==> config.mk <==
export PLATFORM = sky130hd
export DESIGN_NAME = bcd_seg7_scanner
export DESIGN_NICKNAME = d
export VERILOG_FILES = /design/src/rtl/seg7_pkg.sv /design/src/rtl/bcd_to_seg7.sv /design/src/rtl/bcd_seg7_scanner.sv
export SDC_FILE = /design/constraint.sdc
export NUM_CORES = 1
export LEC_CHECK = 0
export BUFFER_PORTS_ARGS = -buffer_cell sky130_fd_sc_hd__buf_2
export CORE_ASPECT_RATIO = 0.7
export CORE_MARGIN = 5
export CORE_UTILIZATION = 58
export CTS_BUF_LIST = sky130_fd_sc_hd__clkbuf_8
export CTS_CLUSTER_DIAMETER = 40
export CTS_CLUSTER_SIZE = 12
export DETAILED_ROUTE_END_ITERATION = 16
export GPL_ROUTABILITY_DRIVEN = 0
export MAX_ROUTING_LAYER = met4
export PLACE_DENSITY = 0.89
export SLEW_MARGIN = 20
export SYNTH_ARGS = -nofsm -noshare
export SYNTH_HDL_FRONTEND = slang
export SYNTH_SLANG_ARGS = --single-unit
export TNS_END_PERCENT = 1
==> constraint.sdc <==
create_clock -name clk -period 2.6 [get_ports clk]
set_clock_uncertainty 0.15 [all_clocks]
set_input_delay 0.39 -clock clk [delete_from_list [all_inputs] [get_ports clk]]
set_output_delay 0.39 -clock clk [all_outputs]
set_load 0.01 [all_outputs]
==> src/rtl/seg7_pkg.sv <==
// Seven-segment constants and the BCD-to-segment decode shared by the display blocks.
// Patterns are active-high, packed as {g,f,e,d,c,b,a}.
package seg7_pkg;

  localparam logic [6:0] SEG_0    = 7'h3F;
  localparam logic [6:0] SEG_1    = 7'h06;
  localparam logic [6:0] SEG_2    = 7'h5B;
  localparam logic [6:0] SEG_3    = 7'h4F;
  localparam logic [6:0] SEG_4    = 7'h66;
  localparam logic [6:0] SEG_5    = 7'h6D;
  localparam logic [6:0] SEG_6    = 7'h7D;
  localparam logic [6:0] SEG_7    = 7'h07;
  localparam logic [6:0] SEG_8    = 7'h7F;
  localparam logic [6:0] SEG_9    = 7'h6F;
  localparam logic [6:0] SEG_DASH = 7'h40;
  localparam logic [6:0] SEG_OFF  = 7'h00;

  // Non-BCD codes (10..15) show a dash so a bad upstream value is visible.
  function automatic logic [6:0] bcd_to_seg(input logic [3:0] bcd);
    logic [6:0] pat;
    case (bcd)
      4'd0:    pat = SEG_0;
      4'd1:    pat = SEG_1;
      4'd2:    pat = SEG_2;
      4'd3:    pat = SEG_3;
      4'd4:    pat = SEG_4;
      4'd5:    pat = SEG_5;
      4'd6:    pat = SEG_6;
      4'd7:    pat = SEG_7;
      4'd8:    pat = SEG_8;
      4'd9:    pat = SEG_9;
      default: pat = SEG_DASH;
    endcase
    return pat;
  endfunction

endpackage

==> src/rtl/bcd_to_seg7.sv <==
// Combinational BCD digit to active-high segment pattern decoder.
module bcd_to_seg7
  import seg7_pkg::*;
(
  input  logic [3:0] bcd,
  output logic [6:0] seg
);

  assign seg = bcd_to_seg(bcd);

endmodule

==> src/rtl/bcd_seg7_scanner.sv <==
// Time-multiplexed 7-segment driver: latches packed BCD digits and scans one digit per
// refresh slot, with leading-zero blanking, an anti-ghosting guard and registered outputs.
module bcd_seg7_scanner
  import seg7_pkg::*;
#(
  parameter int unsigned NUM_DIGITS  = 2,
  parameter int unsigned REFRESH_DIV = 50000,
  parameter int unsigned GUARD       = 1,
  parameter bit          ACTIVE_LOW  = 1'b1,
  parameter bit          LZ_BLANK    = 1'b1,
  localparam int unsigned SW = (NUM_DIGITS > 1) ? $clog2(NUM_DIGITS) : 1
) (
  input  logic                    clk,
  input  logic                    rst,
  input  logic                    load,
  input  logic [4*NUM_DIGITS-1:0] digits_in,
  output logic [6:0]              seg,
  output logic [NUM_DIGITS-1:0]   an,
  output logic [SW-1:0]           slot_idx
);

  localparam int unsigned PW = $clog2(REFRESH_DIV);
  localparam logic [PW-1:0] PCNT_MAX  = PW'(REFRESH_DIV - 1);
  localparam logic [SW-1:0] LAST_SLOT = SW'(NUM_DIGITS - 1);
  // XOR masks that flip the internal active-high values to the board polarity.
  localparam logic [6:0]            SEG_POL = {7{ACTIVE_LOW}};
  localparam logic [NUM_DIGITS-1:0] AN_POL  = {NUM_DIGITS{ACTIVE_LOW}};

  logic [4*NUM_DIGITS-1:0] disp_q;
  logic [PW-1:0]           pcnt_q;
  logic [SW-1:0]           slot_q;
  logic [6:0]              seg_q;
  logic [NUM_DIGITS-1:0]   an_q;

  logic [NUM_DIGITS-1:0] blank;
  logic [NUM_DIGITS-1:0] an_act;
  logic [3:0]            cur_digit;
  logic                  cur_blank;
  logic                  in_guard;
  logic                  show;
  logic [6:0]            dec_seg;

  // Display register, prescaler and slot counter; load never disturbs the scan timing.
  always_ff @(posedge clk) begin
    if (rst) begin
      disp_q <= '0;
      pcnt_q <= '0;
      slot_q <= '0;
    end else begin
      if (load) begin
        disp_q <= digits_in;
      end
      if (pcnt_q == PCNT_MAX) begin
        pcnt_q <= '0;
        slot_q <= (slot_q == LAST_SLOT) ? '0 : slot_q + SW'(1);
      end else begin
        pcnt_q <= pcnt_q + PW'(1);
      end
    end
  end

  // Leading-zero mask, scanned-digit mux and one-hot anode for the current slot.
  always_comb begin
    logic zero_run;
    zero_run  = 1'b1;
    blank     = '0;
    an_act    = '0;
    cur_digit = '0;
    cur_blank = 1'b0;
    // Walk down from the top digit; a digit blanks only if it and all above it are zero.
    for (int i = NUM_DIGITS - 1; i > 0; i--) begin
      zero_run = zero_run && (disp_q[4*i +: 4] == 4'd0);
      blank[i] = LZ_BLANK && zero_run;
    end
    for (int i = 0; i < NUM_DIGITS; i++) begin
      if (slot_q == SW'(i)) begin
        cur_digit = disp_q[4*i +: 4];
        cur_blank = blank[i];
        an_act[i] = 1'b1;
      end
    end
  end

  bcd_to_seg7 u_dec (
    .bcd (cur_digit),
    .seg (dec_seg)
  );

  assign in_guard = 32'(pcnt_q) < GUARD;
  assign show     = !in_guard && !cur_blank;

  // Registered outputs, one cycle behind the state they are decoded from.
  always_ff @(posedge clk) begin
    if (rst) begin
      seg_q <= SEG_OFF ^ SEG_POL;
      an_q  <= AN_POL;
    end else begin
      seg_q <= (show ? dec_seg : SEG_OFF) ^ SEG_POL;
      an_q  <= (show ? an_act : '0) ^ AN_POL;
    end
  end

  assign seg      = seg_q;
  assign an       = an_q;
  assign slot_idx = slot_q;

endmodule

* Word-level counts from Yosys, hierarchy flattened
Memory sizes are Yosys's and may differ from the RTL's. Index checks and enable logic that the tools add are counted.
Cells by class: bitwise logic cells 2, eq/ne operators 1, $lt $le $gt $ge 1, reduce and logical (&&, ||, !) cells 5, $add $sub $neg 2, muxes and demuxes 7
Operators with widths (number):
- $add 16x1->16 const B | 1
- $eq 16x16->1 const B | 1
- $lt 16x1->1 const B | 1
- $mux 7 | 1
- $not 7->7 | 1
- $logic_not 4->1 | 1
- $mux 1 | 4
- $mux 4 | 1
- $logic_not 1->1 | 2
- $mux 2 | 1
- $not 2->2 | 1
- $reduce_or 2->1 | 1
- $add 1x1->1 const B | 1
- $logic_and 1x1->1 | 1
Word-level totals: output and inout bits 10, bits in read-only memories 112, flip-flop bits (word level) 34, bits of input ports 11, memories kept 1, logic and storage cells 24
Memory list:
- (name not given) | words 16, bits a word 7, read ports 1, clocked after Yosys merged registers in 0, wr ports 0, line seg7_pkg.sv:21 | case (bcd)

* Logic depth before layout (Yosys ltp)
Gate-level depths: netlist of run 1.
depth after elaboration 6, mapped depth 7, mapped depth without buffers 6

* Modules after synthesis
Synthesis of run 1 repeated with hierarchy kept, for this count alone.
Second synthesis, totals: cells, all modules 173, area, all modules 1602.8 um2
Modules (own cells, without submodules):
- bcd_seg7_scanner | sequential area each 680.7 um2, instances 1, area each 1377.6 um2, cells an instance 144
- bcd_to_seg7 | sequential area each 0.0 um2, instances 1, area each 225.2 um2, cells an instance 29

* Worst setup path after synthesis of run 1
OpenSTA, ideal clock, no wires.
path type reg-to-reg, start point register pcnt_q[11], end point register slot_q (netlist: slot_idx), required time 2380 ps, stages on the path, launching flop included 5, arrival 1863 ps, clock period less this slack 2083 ps, setup time 70 ps, slack 517 ps, cell sequence dfxtp_1 or4_1 or4_4 or3_1 a21oi_1
Between the ends: longest elaborated chain between the ends 1
Ends and longest elaborated chain:
- start: declaration | line bcd_seg7_scanner.sv:30 | logic [PW-1:0] pcnt_q;
- start signal: assignment | line bcd_seg7_scanner.sv:57 | pcnt_q <= pcnt_q + PW'(1);
- $eq 16x16->1 | line bcd_seg7_scanner.sv:53 | if (pcnt_q == PCNT_MAX) begin
- end signal: assignment | line bcd_seg7_scanner.sv:55 | slot_q <= (slot_q == LAST_SLOT) ? '0 : slot_q + SW'(1);
- end: declaration | line bcd_seg7_scanner.sv:31 | logic [SW-1:0] slot_q;
Every way passes these cells. A chain may end at the register's enable or synchronous reset.

* Worst setup path in the final report of run 1
start point register pcnt_q[11], end point register pcnt_q[6]
Between the ends: longest elaborated chain between the ends 2
Ends and longest elaborated chain (line):
- $eq 16x16->1 | bcd_seg7_scanner.sv:53
- $reduce_or 2->1 (no line)
Every way passes these cells.

==> results of run 1 <==
[worst paths after layout]
path	startpoint	cells past startpoint	end	slack [ps]
max reg2reg	pcnt_q[11]	4	pcnt_q[6]	360
max	pcnt_q[11]	4	pcnt_q[6]	360
min	digits_in[4]	3	disp_q[4]	190
min reg2reg	pcnt_q[0]	1	pcnt_q[0]	310
[synth_stat cells (3+ instances only)]
library cell and instances:
nand2_1 8, xnor2_1 12, nor3_1 3, nor2_1 30, nand3_1 5, nor4_1 7, inv_1 8, ha_1 7
nand4_1 4, dfxtp_1 34, a21oi_1 6, o21ai_0 8, mux2i_1 12, nand2b_1 3
[registers in the layout, summed over array words and instances (netlist names)]
signal    cells
an            2
disp_q        8
pcnt_q       16
seg           7
slot_idx      1
[metal layers]
metal / share of wire (%) / track usage (%) / vias to the layer above
li1: - / - / 608
met1: 43 / 21.7 / 590
met2: 48 / 32.8 / 47
met3: 7.2 / 6.26 / 8
met4: 2.2 / 11.3 / 0
met5: 0 / - / -
[final cells by class]
class | instances | area [µm²]
clock inverter | 2 | 7.51
clock buffer | 5 | 68.8
multi-input combinational | 119 | 783
tap | 34 | 42.5
inverter | 8 | 30.0
timing repair buffer | 21 | 108
sequential | 34 | 681
fill | 196 | 776
[tightest hold or removal path, delay by kind of cell]
kind | cells | cell delay (ps)
mux | 1 | 50
simple gates | 1 | 70
buf+inv | 1 | 70
[through the flow]
stage | setup slack, ps | area [µm²] | instances
finish | 359 | 1720 | 223
global route | 271 | 1720 | 223
CTS | 359 | 1720 | 223
detailed placement | 385 | 1640 | 216
global placement | 475 | 1640 | 216
floorplan | 517 | 1530 | 165
[kinds of logic (layout without fill, tap and decap cells)]
group | after synthesis | count (layout) | synth area share [%]
DFF | 34 | 34 | 44.6
muxes | 14 | 14 | 9.34
and+or+nand+nor | 67 | 67 | 21.3
AOI/OAI and AO/OA | 17 | 17 | 6.89
adders and majority gates | 7 | 7 | 5.74
buffers and inverters | 12 | 36 | 4.10
xor gates and xnor gates | 14 | 14 | 8.03
[power by group through the flow]
stage | Sequential (µW) | Combinational [µW] | Clock (µW)
final | 557 | 104 | 346
after global routing | 560 | 116 | 377
after CTS | 557 | 105 | 353
after detailed placement | 569 | 104 | 0
after global placement | 567 | 97.6 | 0
after floorplan | 573 | 62.0 | 0
==> impl_metrics.py, run 1 <==
metrics = {
    "global_route": {
        "grt_pass1_vias": 1147,
        "grt_start_max_net_pins": 16,
        "overflow": 0,
        "grt_pass1_wl_um": 5330,
        "grt_antenna_before_repair": 0,
        "grt_usage_pct": 19.9,
    },
    "power_and_ir_drop": {
        "p_total_uw": 1010,
        "p_seq_share_pct": 55.3,
        "pwr-share-clk_pct": 34.3,
        "p_sw_share_pct": 23.9,
        "p_comb_share_pct": 10.4,
        "p_per_area_nw_per_um2": 586,
        "internal-power_uw": 767,
        "peakVddDrop_uv": 349,
        "power.switching_uw": 241,
        "p_leak_uw": 0.000688,
    },
    "sta": {
        "final_max_slew_viol_count": 0,
        "period_needed_ps": 2240,
        "setup_viol": 0,
        "fmax_ghz": 0.446,
        "timing.hold.ws_ps": 194,
        "hold_viol": 0,
        "tns_ps": 0,
        "min_period_over_period_pct": 86.2,
        "maxSlewHeadroom_pct": 62.9,
        "rsz0062_at_grt": "false",
        "tightestPinTransition_ps": 541,
    },
    "floorplanning": {
        "die_x_um": 71.3,
        "rows": 15,
        "initial_core_util_pct": 61.2,
        "die_h_um": 52.9,
        "core_area_um2": 2500,
        "design.portCount": 21,
        "dieArea_um2": 3770,
    },
    "logic_synthesis": {
        "yosysSeqAreaShare_pct": 44.6,
        "yosys_warnings": 0,
        "async_reset_ff_share_pct": 0,
        "synth-edff-count": 0,
        "synth_nets": 183,
        "synthFlopType": "dfxtp_1",
        "syn_area_um2": 1530,
        "yosysUniqueCellTypes": 29,
        "yosysTopAreaCellShare_pct": 44.6,
        "synthTopCellsByArea": "dfxtp_1 (45%), mux2i_1 (7.9%), nor2_1 (7.4%)",
        "syn_avg_cell_area_um2": 9.25,
        "synth_top_area_cell": "dfxtp_1",
        "syn_inst": 165,
        "synth-seq-cells": 34,
    },
    "detailed_routing": {
        "wl_per_cell_um": 14.4,
        "dr_total_vias": 1253,
        "ant_nets": 0,
        "drcViolationCount": 0,
        "dr.first_iter.drc_count": 95,
        "dr.pass1.iters": 4,
        "routed_wl_um": 3200,
        "via_per_inst": 5.62,
    },
    "clock_tree": {
        "clock_latency_ps": 290,
        "ctsRootBufferMaster": "clkbuf_8",
        "cts_setup_buffers": 0,
        "ctsHoldBuffers": 0,
        "h-tree-depth": 2,
        "cts_resized": 0,
        "clkSinkCount": 34,
        "cts_buffers": 5,
        "cts_buffer_depth": 2,
        "cts_tree": "built",
        "clkTransAtPathRegs_ps": 70,
    },
    "final_layout": {
        "antenna_cells": 0,
        "layout_commonest_cell": "dfxtp_1",
        "layout_common_cells": "dfxtp_1 (34), nor2_1 (30), buf_2 (20)",
        "nNetsFinal": 207,
        "utilization_pct": 68.9,
        "drive_gt1_share_pct": 15.9,
        "syn_to_final_growth_pct": 12.7,
    },
    "worst_setup_path": {
        "critPathTopFamily": "simple AND/OR/NAND/NOR gates",
        "path_cells": "or4_1, or4_4, o21bai_4, nor2_1",
        "worstPathMaxFanout": 15,
        "worstPathRequired_ps": 2610,
        "path_class": "reg -> reg",
        "endpoint_kind": "flip-flop",
        "crit_buf_inv": 0,
        "startpoint_type": "flip-flop",
        "critPathSlowestCell": "or4_1",
        "cp.arrival_ps": 2250,
        "worst_path_largest_cell_delay_ps": 580,
    },
    "flow_run": {
        "cap_violations": 0,
    },
    "status": {
        "outcome": "completed",
    },
    "worst_hold_path": {
        "hold_class": "in -> reg",
    },
    "place": {
        "portBuffers": 20,
        "dp_hpwl_um": 2410,
    },
}
Power figures use the tool's default switching activity.
==> run 2, diff against run 1 <==
==> constraint.sdc (replaced) <==
create_clock -name clk -period 2.6 [get_ports clk]
set_clock_uncertainty 0.15 [all_clocks]
set_input_delay 0.13 -clock clk [delete_from_list [all_inputs] [get_ports clk]]
set_output_delay 0.13 -clock clk [all_outputs]
set_load 0.01 [all_outputs]
==> impl_metrics.py, run 2 (synthesized netlist as in run 1, its figures left out) <==
metrics = {
    "global_route": {
        "grt_pass1_vias": 1220,
        "overflow": 0,
        "grt_usage_pct": 21.1,
        "grt_pass1_wl_um": 5690,
        "grt_start_max_net_pins": 16,
        "grt_antenna_before_repair": 0,
    },
    "worst_setup_path": {
        "worstPathMaxFanout": 15,
        "startpoint_type": "flip-flop",
        "path_class": "reg -> reg",
        "worstPathRequired_ps": 2610,
        "cp.arrival_ps": 2250,
        "endpoint_kind": "flip-flop",
    },
    "detailed_routing": {
        "via_per_inst": 5.58,
        "dr.first_iter.drc_count": 75,
        "wl_per_cell_um": 14.5,
        "dr.pass1.iters": 4,
        "drcViolationCount": 0,
        "routed_wl_um": 3340,
        "dr_total_vias": 1288,
        "ant_nets": 0,
    },
    "floorplanning": {
        "die_h_um": 52.9,
        "design.portCount": 21,
        "core_area_um2": 2500,
        "initial_core_util_pct": 61.2,
        "rows": 15,
        "dieArea_um2": 3770,
        "die_x_um": 71.3,
    },
    "clock_tree": {
        "clock_latency_ps": 290,
        "cts_buffer_depth": 2,
        "clkSinkCount": 34,
        "cts_buffers": 5,
        "ctsRootBufferMaster": "clkbuf_8",
        "clkTransAtPathRegs_ps": 70,
        "h-tree-depth": 2,
        "cts_setup_buffers": 0,
        "cts_tree": "built",
    },
    "final_layout": {
        "syn_to_final_growth_pct": 18.0,
        "drive_gt1_share_pct": 15.2,
        "multi_input_area_um2": 783,
        "antenna_cells": 0,
        "max_flop_register": "pcnt_q",
        "nNetsFinal": 215,
        "seq_area_um2": 681,
        "largest_reg_flops": 16,
        "layout_common_cells": "dfxtp_1 (34), nor2_1 (30), buf_2 (20)",
        "layout_commonest_cell": "dfxtp_1",
        "utilization_pct": 72.1,
        "n_fill_cell": 180,
    },
    "status": {
        "outcome": "completed",
    },
    "sta": {
        "rsz0062_at_grt": "false",
        "fin_ws_ps": 355,
        "maxSlewHeadroom_pct": 63.0,
        "tns_ps": 0,
        "setup_viol": 0,
        "period_needed_ps": 2250,
        "fmax_ghz": 0.445,
        "min_period_over_period_pct": 86.3,
        "final_max_slew_viol_count": 0,
        "tightestPinTransition_ps": 540,
        "hold_viol": 0,
    },
    "power_and_ir_drop": {
        "peakVddDrop_uv": 349,
        "p_total_uw": 1020,
        "p_per_area_nw_per_um2": 567,
        "p_leak_uw": 0.000721,
    },
    "place": {
        "portBuffers": 20,
        "pre_cts_ws_ps": 385,
        "dp_hpwl_um": 2410,
    },
    "flow_run": {
        "cap_violations": 0,
    },
    "worst_hold_path": {
        "hold_class": "in -> reg",
    },
}
## run 2: area by class of cell
| cell class | instances | share of cell area (%) |
|---|---|---|
| Clock buffer | 5 | 3.82 |
| Inverter | 8 | 1.67 |
| Timing Repair Buffer | 29 | 10.4 |
| Multi-Input combinational cell | 119 | 43.5 |
| Sequential cell | 34 | 37.8 |
| Clock inverter | 2 | 0.417 |
| Tap cell | 34 | 2.36 |
## run 2: critical path: stages (launching register included)
cell      delay (ps)
dfxtp_1          360
or4_1            580
or4_4            580
o21bai_4         340
nor2_1           100
## run 2: what timing repair did
action / CTS / global route
hold buffers: 8 / 0
gates resized for setup: 0 / 0
hold endpoints to repair: 8 / 0
## run 2: routing by layer
metal / track usage [%] / vias to the layer above / routed length (µm) / part of all wire [%]
met3: 6.64 / 11 / 224 / 6.7
li1: - / 626 / - / -
met4: 11.9 / 0 / 87 / 2.6
met5: - / - / 0 / 0
met1: 21.8 / 598 / 1390 / 41
met2: 36.3 / 53 / 1640 / 49
## run 2: metrics by stage
| stage | hold slack (ps) | instance area (µm²) | cells |
|---|---|---|---|
| after floorplan | 127 | 1530 | 165 |
| after global placement | 214 | 1640 | 216 |
| after detailed placement | 223 | 1640 | 216 |
| after CTS | 24.7 | 1800 | 231 |
| after global routing | 26.9 | 1800 | 231 |
| final | 31.1 | 1800 | 231 |
## run 2: final timing paths
path	depth (start not counted)	startpoint	slack, ps	to
hold reg to reg	1	pcnt_q[0]	310	pcnt_q[0]
setup / recovery	4	pcnt_q[11]	350	pcnt_q[6]
hold / removal	2	rst	30	disp_q[3]
setup reg to reg	4	pcnt_q[11]	350	pcnt_q[6]
## run 2: where the power goes
part / internal (µW) / leakage [µW] / switching (µW)
Sequential: 545 / 0.000278 / 12.4
Combinational: 53.8 / 0.000396 / 60.9
Clock: 176 / 0.0000466 / 172
Total: 775 / 0.000721 / 245
